--- config.mk ---
export PLATFORM = sky130hd
export DESIGN_NAME = mochila_ext_slave_bridge
export DESIGN_NICKNAME = d
export VERILOG_FILES = /design/src/rtl/mochila_ext_slave_bridge.sv
export SDC_FILE = /design/constraint.sdc
export NUM_CORES = 1
export LEC_CHECK = 0
export BUFFER_PORTS_ARGS = -buffer_cell sky130_fd_sc_hd__buf_2
export CELL_PAD_IN_SITES_DETAIL_PLACEMENT = 1
export CELL_PAD_IN_SITES_GLOBAL_PLACEMENT = 1
export CORE_UTILIZATION = 25
export CTS_CLUSTER_DIAMETER = 30
export DETAILED_ROUTE_END_ITERATION = 10
export PLACE_DENSITY_LB_ADDON = 0.2
export SLEW_MARGIN = 0
export SYNTH_ARGS = -nofsm -noshare
export SYNTH_HDL_FRONTEND = slang
export SYNTH_SLANG_ARGS = --single-unit
--- constraint.sdc ---
create_clock -name clk_i -period 10.6 [get_ports clk_i]
set_input_delay 3.18 -clock clk_i [delete_from_list [all_inputs] [get_ports clk_i]]
set_output_delay 3.18 -clock clk_i [all_outputs]
set_load 0.02 [all_outputs]
--- src/rtl/mochila_ext_slave_bridge.sv ---
// Buffered OBI bridge downstream of mochila_top's external slave port: request FIFO,
// outstanding-transaction limit, registered in-order responses and a sticky protocol error.
package mochila_ext_slave_bridge_pkg;
    typedef struct packed {
        logic        req;
        logic        we;
        logic [3:0]  be;
        logic [31:0] addr;
        logic [31:0] wdata;
    } obi_req_t;

    typedef struct packed {
        logic        gnt;
        logic        rvalid;
        logic [31:0] rdata;
    } obi_resp_t;
endpackage

module mochila_ext_slave_bridge
    import mochila_ext_slave_bridge_pkg::*;
#(
    parameter int DEPTH           = 2,
    parameter int MAX_OUTSTANDING = 4
) (
    input  logic                                   clk_i,
    input  logic                                   rst_i,
    input  obi_req_t                               slv_req_i,
    output obi_resp_t                              slv_resp_o,
    output obi_req_t                               mst_req_o,
    input  obi_resp_t                              mst_resp_i,
    output logic [$clog2(MAX_OUTSTANDING+1)-1:0]   outstanding_o,
    output logic                                   err_o
);
    localparam int AW = $clog2(DEPTH);
    localparam int CW = $clog2(MAX_OUTSTANDING + 1);
    localparam logic [CW-1:0] MAX_CNT = CW'(MAX_OUTSTANDING);

    typedef struct packed {
        logic        we;
        logic [3:0]  be;
        logic [31:0] addr;
        logic [31:0] wdata;
    } entry_t;

    entry_t        mem [DEPTH];
    logic [AW:0]   wr_ptr, rd_ptr;
    logic          fifo_full, fifo_empty;
    logic          gnt, accept, pop, solicited;
    logic          rvalid_q;
    logic [31:0]   rdata_q;
    logic [CW-1:0] count_q, pending_q;
    logic          err_q;

    assign fifo_empty = (wr_ptr == rd_ptr);
    assign fifo_full  = (wr_ptr[AW-1:0] == rd_ptr[AW-1:0]) && (wr_ptr[AW] != rd_ptr[AW]);

    // Grant uses pre-pop occupancy, so a full FIFO never grants even while it drains.
    assign gnt       = slv_req_i.req && !fifo_full && (count_q < MAX_CNT);
    assign accept    = gnt;
    assign pop       = !fifo_empty && mst_resp_i.gnt;
    assign solicited = mst_resp_i.rvalid && (pending_q != '0);

    always_comb begin
        slv_resp_o        = '0;
        slv_resp_o.gnt    = gnt;
        slv_resp_o.rvalid = rvalid_q;
        slv_resp_o.rdata  = rdata_q;
    end

    always_comb begin
        mst_req_o = '0;
        if (!fifo_empty) begin
            mst_req_o.req   = 1'b1;
            mst_req_o.we    = mem[rd_ptr[AW-1:0]].we;
            mst_req_o.be    = mem[rd_ptr[AW-1:0]].be;
            mst_req_o.addr  = mem[rd_ptr[AW-1:0]].addr;
            mst_req_o.wdata = mem[rd_ptr[AW-1:0]].wdata;
        end
    end

    always_ff @(posedge clk_i) begin
        if (accept) begin
            mem[wr_ptr[AW-1:0]] <= '{we: slv_req_i.we, be: slv_req_i.be,
                                     addr: slv_req_i.addr, wdata: slv_req_i.wdata};
        end
    end

    always_ff @(posedge clk_i) begin
        if (rst_i) begin
            wr_ptr <= '0;
            rd_ptr <= '0;
        end else begin
            if (accept) wr_ptr <= wr_ptr + 1'b1;
            if (pop)    rd_ptr <= rd_ptr + 1'b1;
        end
    end

    always_ff @(posedge clk_i) begin
        if (rst_i) begin
            rvalid_q <= 1'b0;
            rdata_q  <= '0;
        end else begin
            rvalid_q <= solicited;
            if (solicited) rdata_q <= mst_resp_i.rdata;
        end
    end

    // Upstream count closes on the forwarded rvalid; downstream count closes on the raw rvalid.
    always_ff @(posedge clk_i) begin
        if (rst_i) begin
            count_q   <= '0;
            pending_q <= '0;
            err_q     <= 1'b0;
        end else begin
            case ({accept, rvalid_q})
                2'b10:   if (count_q != MAX_CNT) count_q <= count_q + 1'b1;
                2'b01:   if (count_q != '0)      count_q <= count_q - 1'b1;
                default: ;
            endcase
            case ({pop, solicited})
                2'b10:   if (pending_q != MAX_CNT) pending_q <= pending_q + 1'b1;
                2'b01:   pending_q <= pending_q - 1'b1;
                default: ;
            endcase
            if (mst_resp_i.rvalid && (pending_q == '0)) err_q <= 1'b1;
        end
    end

    assign outstanding_o = count_q;
    assign err_o         = err_q;
endmodule

Word-level counts from Yosys, hierarchy flattened
Memory sizes are Yosys's and may differ from the RTL's. A register that Yosys moved wholly into a read port is not among the register bits. Index checks and enable logic that the tools add are counted.

Bits of input ports: 106. Word-level logic and storage cells: 52. Bits in writable memories: 138. Flip-flop bits (word level): 44. Memories kept: 1.

Multiplexer cells: 10. Magnitude comparators: 1. Eq/ne operators: 12. Reductions and logical operators: 15. Add/sub/neg operators: 6.

Memory list: mem (depth 2, bits a word 69, read ports 1, clocked after memory_dff 1, wr ports 1, line 45) `entry_t mem [DEPTH];`.

Operators with widths (number): two-way mux 70 bit (1); case mux 3 bit (2 select lines) (2); two-way mux 3 bit (3); adder 3 x 1 -> 3 bit (second input constant) (2); logical AND 1 bit (6); != test 2 bit (second input constant) (3); != test 3 bit (second input constant) (2); nonzero test 3 bit (2); subtractor 3 x 1 -> 3 bit (second input constant) (2); adder 2 x 1 -> 2 bit (second input constant) (2); == test 2 x 1 -> 1 bit (second input constant) (2); == test 2 bit (second input constant) (2); two-way mux 1 bit (4); nonzero test 2 bit (2); zero test 3 bit (1); < comparator 3 bit (second input constant) (1); AND reduction 3 bit (1); == test 2 bit (1); zero test 1 bit (2); AND reduction 2 bit (1); == test 1 bit (1); != test 1 bit (1).

Logic depth before layout (Yosys ltp)
Gate-level depths: netlist of run 1.

Depth in word-level cells: 8. Depth in mapped cells: 10. Mapped depth without buffers: 9.

Worst setup path after synthesis of run 1
No wires, ideal clock.

Path type: input port to flip-flop. Start point: input port slv_req_i[69] (netlist bit). End point: memory mem[1][0] (netlist bit), enable pin. Path buffers: 0. Slack: 1.534 ns. Cell stages on the path: 2. Required time: 9.996 ns. Arrival: 8.463 ns. Library setup time: 0.604 ns. Cells stage by stage: nand2b_1 > a211oi_1.

Longest elaborated chain between the ends: 4.

RTL lines: from (decl) (line 27) `input obi_req_t slv_req_i,`; logical AND 1 bit (2 in series) (line 58) `assign gnt = slv_req_i.req && !fifo_full && (count_q < MAX_CNT);`; two-way mux 1 bit (line 82) `if (accept) begin`; two-way mux 1 bit (implied by the code) (line 83) `mem[wr_ptr[AW-1:0]] <= '{we: slv_req_i.we, be: slv_req_i.be,`; to (decl) (line 45).

No other way between the ends.

==> results by group, run 1 <==
Timing
  • Final worst slack: 3.55 ns
  • RSZ-0062 raised after global routing: false
  • Clk_skew: 0.0131 ns
  • Slew Viols, Final: 0
  • Final setup vio count: 0
  • Max Clk Rate: 0.142 GHz
  • Relative slew slack: 0.213
  • Final Hold Viols: 0
  • Final setup TNS: 0 ns
  • Tmin final: 7.05 ns
  • Slew @ Worst Pin: 1.18 ns
  • Period utilisation layout: 0.665

Floorplan
  • Initial core utilization: 0.258
  • Io pins: 214
  • Die Height: 169 um
  • Placeable core region: about 0.027 sq mm
  • Die W: around 170 um
  • Core Rows: 60
  • Area of the die: roughly 0.029 sq mm

Synthesis
  • Cell taking the most area after synthesis: edfxtp_1
  • Netlist cell types: 31
  • Number of synthesized register bits: around 180
  • Main area contributors after synthesis: edfxtp_1 (59%), dfxtp_1 (13%), mux2i_1 (10%)
  • Post-synthesis sequential area ratio: 0.721
  • Post-Syn Instances: roughly 520
  • Syn nets: 627
  • Syn. warnings: 0
  • Yosys top cell area share: 0.592
  • Cell Area, Synth: around 0.007 sq mm
  • Syn_area_per_cell: 13.6 sq um

Detailed routing
  • Pre-antenna DRT Iters: 4
  • Total number of vias: 4651
  • DRT Wirelength: 17.4 mm
  • Initial DRC count: 179
  • DRC: 0
  • Post-route ant nets: 0
  • Routed WL per cell: ~16 um
  • Via density: 4.19

Clocking
  • Max Root-Sink Buffers: 2
  • Clock transition at the registers of the reported paths: 0.07 ns
  • Post-CTS Setup Repair Bufs: 0
  • Clock latency on the worst-skew pair: about 0.43 ns
  • CTS Buf Count: 17
  • CTS Hold Bufs: 0
  • TritonCTS Sinks: 183
  • CTS tree: yes
  • CTS Root Cell: clkbuf_16
  • Post-CTS Resized: 0
  • H-Tree Depth: 4

Job
  • Max_cap viols: 0

Cells and area
  • Net count, final: 833
  • Fillers: 3039
  • Share of cells above drive strength 1: 0.348
  • Area growth syn-to-layout: 28.8%
  • Commonest non-fill, non-tap cell in the layout: buf_2
  • Most frequent cells in the layout: buf_2 (213), edfxtp_1 (138), nor2_1 (81)

Global route
  • Initial antenna violation count: 3
  • Largest net degree at the start of global routing: between 70 and 80
  • GRT Resource Usage Total: 0.123
  • Overflow left after global routing: 0
  • First-pass GRT wire length: 26.9 mm
  • Number of global-route vias before repair: 4978

Critical path
  • Highest net fanout along the worst path: 4
  • CP cell instances: buf_2 > nand2b_1 > a21o_1 > inv_1 > buf_2
  • Crit path arrival time: 3.87 ns
  • Startpoint Class: input port
  • Worst path slowest cell: a21o_1
  • CP Data Required Time: 7.42 ns
  • CP most frequent cell: buf_2
  • Crit. End Element: primary output
  • Max incr delay on CP: 0.23 ns
  • CP delay by family, top: buffers and inverters
  • CP Class: in -> out
  • Worst path buffer plus inverter count: 3

Min path
  • Hold Path Class: reg -> reg

Power and ir drop
  • Worst-case vdd ir drop: 0.000145 V
  • Power per cell area: 302 mW/mm^2
  • Leak: 3.55 nW

Placement
  • Detailed Place HPWL: 11.6 mm
  • Gpl congestion: 0.728
  • DP Worst Slack: 3.55 ns
  • Port-buffer cells: about 210

Run status
  • Status: complete, no violations
## stage by stage
| stage | power (W) | std cells | util | area [sq um] | hold WS (ns) |
|---|---|---|---|---|---|
| 2_1_floorplan | 0.00178 | 516 | - | 7000 | 0.485 |
| 3_3_place_gp | 0.00214 | 1075 | 0.311 | 8450 | 0.441 |
| 3_5_place_dp | 0.00218 | 1075 | 0.311 | 8450 | 0.448 |
| 4_1_cts | 0.00279 | 1107 | 0.331 | 9010 | 0.459 |
| 5_1_grt | 0.00290 | 1107 | 0.332 | 9010 | 0.481 |
| 6_report | 0.00273 | 1109 | 0.332 | 9010 | 0.453 |
## layer usage
layer / GRT usage / routed length, um
met1: 0.136 / 6970
met2: 0.213 / 8730
met5: 0 / 13
met3: 0.0494 / 1450
met4: 0.0462 / 281
## path summary, 6_finish.rpt
kind	startpoint	to	slack (ns)	depth (start not counted)
worst max-delay path	slv_req_i[69]	slv_resp_o[33]	3.55	5
worst min-delay path	rdata_q[12]	rdata_q[12]	0.45	2
worst max register to register	rd_ptr[1]	mem[1][43]	7.96	3
worst min register to register	rdata_q[12]	rdata_q[12]	0.45	2
## final cells by class
| cell class | instances | area [sq um] | share of cell area |
|---|---|---|---|
| clock buffer | 17 | 425 | 0.0472 |
| antenna | 2 | 5.00 | 0.000555 |
| tap | 372 | 465 | 0.0516 |
| multi-input combinational | 295 | 1810 | 0.201 |
| inverter | 8 | 31.3 | 0.00347 |
| timing repair buffer | 217 | 1100 | 0.122 |
| clock inverter | 15 | 134 | 0.0149 |
| sequential | 183 | 5050 | 0.560 |
## flip-flops by register name, indices dropped and copies added (netlist names), named ones only
name,cells
rd_ptr,2
wr_ptr,2
rdata_q,32
err_o,1
mem,138
outstanding_o,3
rvalid_q,1
pending_q,3
## synthesized netlist by cell type, drive strengths merged
cell and instances:
o21ai 2, o211ai 1, xnor2 3, inv 8, mux2 3, o31ai 1, fa 1, a21o 1
or3 2, mux2i 72, o31a 2, xor2 6, edfxtp 138, buf 17, nor3 1, o21bai 1
clkbuf 13, a211oi 1, a21oi 38, dfxtp 45, nor2 82, and2 1, nand2b 1, nor2b 1
nand2 71, ha 4
## kinds of logic (layout without fill, tap and decap cells)
group / Yosys count / count (layout) / synth area share
AND/OR/NAND/NOR: 159 / 159 / 0.0872
XOR/XNOR: 9 / 9 / 0.0123
flip-flops: 183 / 183 / 0.721
other: 0 / 2 / 0
adder cells (fa/ha/maj): 5 / 5 / 0.0100
buffers and inverters: 38 / 257 / 0.0239
multiplexers: 75 / 75 / 0.108
AO/OA/AOI/OAI: 47 / 47 / 0.0381
## where the power goes
group          internal (W)  total (W)  switching [W]
Combinational      0.000362    0.00113       0.000765
Sequential         0.000929   0.000997      0.0000680
Clock              0.000309   0.000602       0.000292
Total               0.00160    0.00273        0.00113
## worst register-to-register path: stages, from the launching register on
cell and delay (ns):
dfxtp_1 0.34, xor2_2 0.25, a211oi_4 0.87, buf_4 0.79
Note: power is estimated with default switching activity, not from simulation.
==> run 2: changes to the inputs <==
==> constraint.sdc (replaced) <==
create_clock -name clk_i -period 5.8 [get_ports clk_i]
set_input_delay 1.74 -clock clk_i [delete_from_list [all_inputs] [get_ports clk_i]]
set_output_delay 1.74 -clock clk_i [all_outputs]
set_load 0.02 [all_outputs]
==> results by group, run 2 (synthesis gave the netlist of run 1 again) <==
Global route
  • Number of global-route vias before repair: 5090 (+2.2%)
  • Initial antenna violation count: 2 (-1)
  • First-pass GRT wire length: 26.7 mm (-0.54%)
  • GRT Resource Usage Total: 0.121 (-0.00222)
  • Largest net degree at the start of global routing: 57 (-20%)
  • Overflow left after global routing: 0 (unchanged)

Cells and area
  • End-of-flow core utilization: 0.333 (+0.00175)
  • Most frequent cells in the layout: buf_2 (213), edfxtp_1 (138), nor2_1 (81)
  • Share of cells above drive strength 1: 0.350 (+0.00217)
  • Net count, final: 837 (+0.48%)
  • Area growth syn-to-layout: 29.5%
  • Commonest non-fill, non-tap cell in the layout: buf_2
  • Multi-input gate area: 0.00181 sq mm (about the same)
  • Register Area: 0.00505 sq mm (unchanged)
  • Fillers: 3016 (-0.76%)
  • Max FFs per register: 138 (unchanged)

Clocking
  • CTS tree: yes
  • H-Tree Depth: 4 (unchanged)
  • CTS Hold Bufs: 0 (unchanged)
  • CTS Buf Count: 17 (unchanged)
  • Clock transition at the registers of the reported paths: 0.08 ns (about the same)
  • Clock latency on the worst-skew pair: 0.43 ns (about the same)
  • Post-CTS Resized: 0 (unchanged)
  • TritonCTS Sinks: 183 (unchanged)
  • Max Root-Sink Buffers: 2 (unchanged)
  • CTS Root Cell: clkbuf_16
  • Post-CTS Setup Repair Bufs: 0 (unchanged)

Timing
  • Final setup TNS: 0 ns (unchanged)
  • Max Clk Rate: between 0.2 and 0.25 GHz
  • Clk_skew: 0.0167 ns (+0.00358 ns)
  • Final worst slack: 1.56 ns (-1.99 ns)
  • RSZ-0062 raised after global routing: false
  • Final setup vio count: 0 (unchanged)
  • Tmin final: 4.24 ns
  • Slew @ Worst Pin: 1.15 ns (-0.0249 ns)
  • Relative slew slack: 0.229 (+0.0166)
  • Period utilisation layout: 0.731
  • Slew Viols, Final: 0 (unchanged)
  • Final Hold Viols: 0 (unchanged)

Placement
  • Port-buffer cells: 213 (unchanged)
  • Detailed Place HPWL: 11.6 mm (about the same)
  • DP Worst Slack: 1.64 ns (-1.91 ns)
  • Gpl congestion: 0.699 (-3.9%)

Run status
  • Status: complete, no violations

Power and ir drop
  • Power per cell area: 553 mW/mm^2 (+83%)
  • Worst-case vdd ir drop: 0.000222 V (+53%)
  • Leak: 3.59 nW (+1.1%)
  • Pwr Total: 0.00501 W (+84%)

Floorplan
  • Core Rows: 60 (unchanged)
  • Die W: 169 um (unchanged)
  • Placeable core region: 0.0272 sq mm (unchanged)
  • Area of the die: 0.0287 sq mm (unchanged)
  • Die Height: 169 um (unchanged)
  • Io pins: 214 (unchanged)
  • Initial core utilization: 0.258 (unchanged)

Min path
  • Hold Path Class: reg -> reg

Critical path
  • CP Data Required Time: 4.06 ns (-3.36 ns)
  • Worst reg2reg startpoint: rd_ptr[1]
  • Worst Setup EP: mst_req_o[41]
  • FF-to-FF setup slack: 3.45 ns (-4.51 ns)
  • CP Class: reg -> out
  • Startpoint Class: register
  • Highest net fanout along the worst path: 31 (+27)
  • Crit. End Element: primary output
  • Crit path arrival time: 2.50 ns (-1.37 ns)
  • R2R Path End: outstanding_o[2]
  • Worst r2r path cells: 9 (+6)
  • Critical path origin: rd_ptr[0]

Detailed routing
  • Initial DRC count: 123 (-31%)
  • Via density: 4.17 (-0.51%)
  • Routed WL per cell: 15.5 um (-1.5%)
  • Total number of vias: 4640 (-0.24%)
  • DRC: 0 (unchanged)
  • Post-route ant nets: 0 (unchanged)
  • DRT Wirelength: 17.2 mm (-1.2%)
  • Pre-antenna DRT Iters: 4 (unchanged)

Job
  • Max_cap viols: 0 (unchanged)
==> run 2: worst min-delay path by stage <==
stage / from / endpoint / slack [ns] / depth (start not counted)
global route: rdata_q[1] / rdata_q[1] / 0.47 / 2
global placement: rdata_q[30] / rdata_q[30] / 0.44 / 2
CTS: rdata_q[1] / rdata_q[1] / 0.46 / 2
detailed placement: rdata_q[1] / rdata_q[1] / 0.44 / 2
finish: rdata_q[1] / rdata_q[1] / 0.45 / 2
floorplan: wr_ptr[0] / wr_ptr[0] / 0.49 / 2
==> run 2: per-layer routing <==
layer / wire length (um) / track usage / vias to the layer above
met5: 10 / 0 / -
met4: 140 / 0.0376 / 2
met3: 1280 / 0.0420 / 11
met2: 8410 / 0.213 / 150
met1: 7380 / 0.138 / 2247
li1: - / - / 2230
==> run 2: layout make-up <==
class	count	share of cell area
Tap cell	372	0.0514
Timing Repair Buffer	221	0.124
Inverter	8	0.00345
Antenna cell	1	0.000276
Clock inverter	15	0.0171
Clock buffer	17	0.0469
Sequential cell	183	0.557
Multi-Input combinational cell	295	0.200
==> run 2: stage by stage <==
step | hold slack (ns) | std cells | cell area [sq um]
finish | 0.455 | 1112 | 9060
global route | 0.470 | 1111 | 9060
CTS | 0.456 | 1111 | 9060
detailed placement | 0.445 | 1079 | 8480
global placement | 0.441 | 1079 | 8480
floorplan | 0.485 | 516 | 7010
==> run 2: critical path, cell delays in order, from the launching register on <==
cell,delay [ns]
dfxtp_1,0.50
xor2_1,0.20
nor2_4,0.64
buf_4,0.44
nor2_1,0.10
buf_2,0.17
==> run 2: report_power, final <==
group | internal (W) | switching (W)
Combinational | 0.000676 | 0.00130
Clock | 0.000576 | 0.000559
Sequential | 0.00170 | 0.000207
==> run 3: changes to the inputs <==
==> constraint.sdc (replaced) <==
create_clock -name clk_i -period 3.6 [get_ports clk_i]
set_input_delay 1.08 -clock clk_i [delete_from_list [all_inputs] [get_ports clk_i]]
set_output_delay 1.08 -clock clk_i [all_outputs]
set_load 0.02 [all_outputs]
==> results by group, run 3 (synthesis gave the netlist of run 1 again) <==
Run status
  • Status: complete, no violations

Timing
  • Slew @ Worst Pin: 0.471 ns (-0.682 ns)
  • Final setup vio count: 0 (unchanged)
  • Slew Viols, Final: 0 (unchanged)
  • Hold Slack: 0.458 ns (+0.00331 ns)
  • Max Clk Rate: 0.320 GHz
  • RSZ-0062 raised after global routing: false
  • Relative slew slack: 0.686 (+0.456)
  • Final worst slack: 0.471 ns (-1.09 ns)
  • Clk_skew: 0.0106 ns (-0.00612 ns)
  • Final setup TNS: 0 ns (unchanged)
  • Final Hold Viols: 0 (unchanged)
  • Tmin final: between 3 and 4 ns
  • Period utilisation layout: 0.869

Critical path
  • Crit path arrival time: 2.05 ns (-0.45 ns)
  • Stages on the worst setup path: 5 (unchanged)
  • Crit. End Element: primary output
  • Max incr delay on CP: 0.48 ns (-0.16 ns)
  • CP Data Required Time: 2.52 ns (-1.54 ns)
  • Worst path buffer plus inverter count: 2 (unchanged)
  • Worst r2r path cells: 9 (unchanged)
  • CP cell instances: xor2_1 > nor2_4 > buf_12 > nor2_1 > buf_2
  • Highest net fanout along the worst path: 70 (+130%)
  • Worst path slowest cell: dfxtp_1
  • CP delay by family, top: flip-flops
  • Startpoint Class: register
  • CP Class: reg -> out

Power and ir drop
  • Sw power: 0.00335 W (+62%)
  • Leak: 3.59 nW (+0.19%)
  • Power Internal: 0.00478 W (+62%)
  • Worst-case vdd ir drop: 0.000404 V (+82%)
  • Sequential share of power: 0.365 (-0.014)
  • Clock power frac: 0.221 (-0.005)
  • Power per cell area: 893 mW/mm^2 (+61%)
  • Logic pwr share: 0.414 (+0.020)
  • Switch share: 0.412 (about the same)
  • Pwr Total: 0.00813 W (+62%)

Clocking
  • CTS Buf Count: 17 (unchanged)
  • Max Root-Sink Buffers: 2 (unchanged)
  • H-Tree Depth: 4 (unchanged)
  • CTS Hold Bufs: 0 (unchanged)
  • Clock transition at the registers of the reported paths: 0.07 ns (about the same)
  • CTS tree: yes
  • Post-CTS Setup Repair Bufs: 0 (unchanged)
  • TritonCTS Sinks: 183 (unchanged)
  • CTS Root Cell: clkbuf_16
  • Clock latency on the worst-skew pair: 0.42 ns (about the same)
  • Post-CTS Resized: 0 (unchanged)

Job
  • Max_cap viols: 0 (unchanged)

Detailed routing
  • Pre-antenna DRT Iters: 4 (unchanged)
  • Routed WL per cell: 15.8 um (+1.9%)
  • Via density: 4.17 (about the same)
  • Total number of vias: 4647 (+0.15%)
  • Post-route ant nets: 0 (unchanged)
  • DRC: 0 (unchanged)
  • Initial DRC count: 215 (+75%)
  • DRT Wirelength: 17.6 mm (+2.0%)

Placement
  • Cells after DPL: 1081 (+0.19%)
  • DP Worst Slack: 0.755 ns (-0.884 ns)
  • Port-buffer cells: 213 (unchanged)
  • Detailed Place HPWL: 11.9 mm (+3.2%)
  • Gpl congestion: 0.695 (-0.61%)

Global route
  • Overflow left after global routing: 0 (unchanged)
  • GRT busiest layer: met2
  • Met1 usage: 0.142 (+0.00431)
  • Number of global-route vias before repair: 5120 (+0.59%)
  • Initial antenna violation count: 1 (-1)
  • GRT Resource Usage Total: 0.124 (+0.00267)
  • Largest net degree at the start of global routing: 71 (+25%)
  • First-pass GRT wire length: 27.1 mm (+1.3%)
  • GR Util met2: 0.213 (unchanged)
  • Met3 Use GR: 0.0490 (+0.00700)

Floorplan
  • Die Height: 169 um (unchanged)
  • Die W: 169 um (unchanged)
  • Io pins: 214 (unchanged)
  • Core Rows: 60 (unchanged)
  • Initial core utilization: 0.258 (unchanged)
  • Area of the die: 0.0287 sq mm (unchanged)
  • Placeable core region: 0.0272 sq mm (unchanged)

Cells and area
  • Multi-input gate area: 0.00181 sq mm (unchanged)
  • Non-filler instance count after layout: 1114 (+0.18%)
  • Share of cells above drive strength 1: 0.351 (+0.000404)
  • Register Area: 0.00505 sq mm (unchanged)
  • Commonest non-fill, non-tap cell in the layout: buf_2
  • Most frequent cells in the layout: buf_2 (213), edfxtp_1 (138), nor2_1 (81)
  • Fillers: 3026 (+0.33%)
  • Net count, final: 839 (+0.24%)
  • Area growth syn-to-layout: 30.1%
  • Max FFs per register: 138 (unchanged)

Min path
  • Hold Path Class: reg -> reg
  • Worst Hold Depth: 2 (unchanged)
[run 3: per-layer routing]
metal | routed length [um] | vias to the layer above
met5 | 17 | -
met4 | 238 | 2
met3 | 1350 | 16
met2 | 8480 | 167
met1 | 7490 | 2231
li1 | - | 2231
[run 3: area by class of cell]
cell class,instances,area share
clock inverters,14,0.0147
diodes,1,0.000275
well taps,372,0.0511
flip-flops and latches,183,0.554
repair buffers,223,0.131
multi-input cells,295,0.198
clock buffers,18,0.0471
inverters,8,0.00343
[run 3: power groups by stage]
stage | clock [W] | sequential, W | combinational (W)
after floorplan | 0 | 0.00304 | 0.00219
after global placement | 0 | 0.00299 | 0.00338
after detailed placement | 0 | 0.00303 | 0.00345
after CTS | 0.00188 | 0.00298 | 0.00346
after global routing | 0.00196 | 0.00302 | 0.00370
final | 0.00180 | 0.00297 | 0.00337
[run 3: worst reg2reg max path, delay by kind of cell, from the launching register on]
kind / cells / cell delay (ns)
compound gates: 3 / 0.44
xor+xnor: 3 / 0.74
fa+ha+maj: 2 / 0.38
flops: 1 / 0.40
simple gates: 1 / 0.31
[run 3: metrics by stage]
step / cell area [sq um] / utilization
2_1_floorplan: 7010 / -
3_3_place_gp: 8540 / 0.314
3_5_place_dp: 8540 / 0.314
4_1_cts: 9110 / 0.335
5_1_grt: 9110 / 0.335
6_report: 9110 / 0.335
[run 3: final timing paths]
kind,start,end,slack (ns)
min,rdata_q[2],rdata_q[2],0.46
max reg2reg,rd_ptr[1],outstanding_o[2],1.28
max,rd_ptr[0],mst_req_o[9],0.47
min reg2reg,rdata_q[2],rdata_q[2],0.46
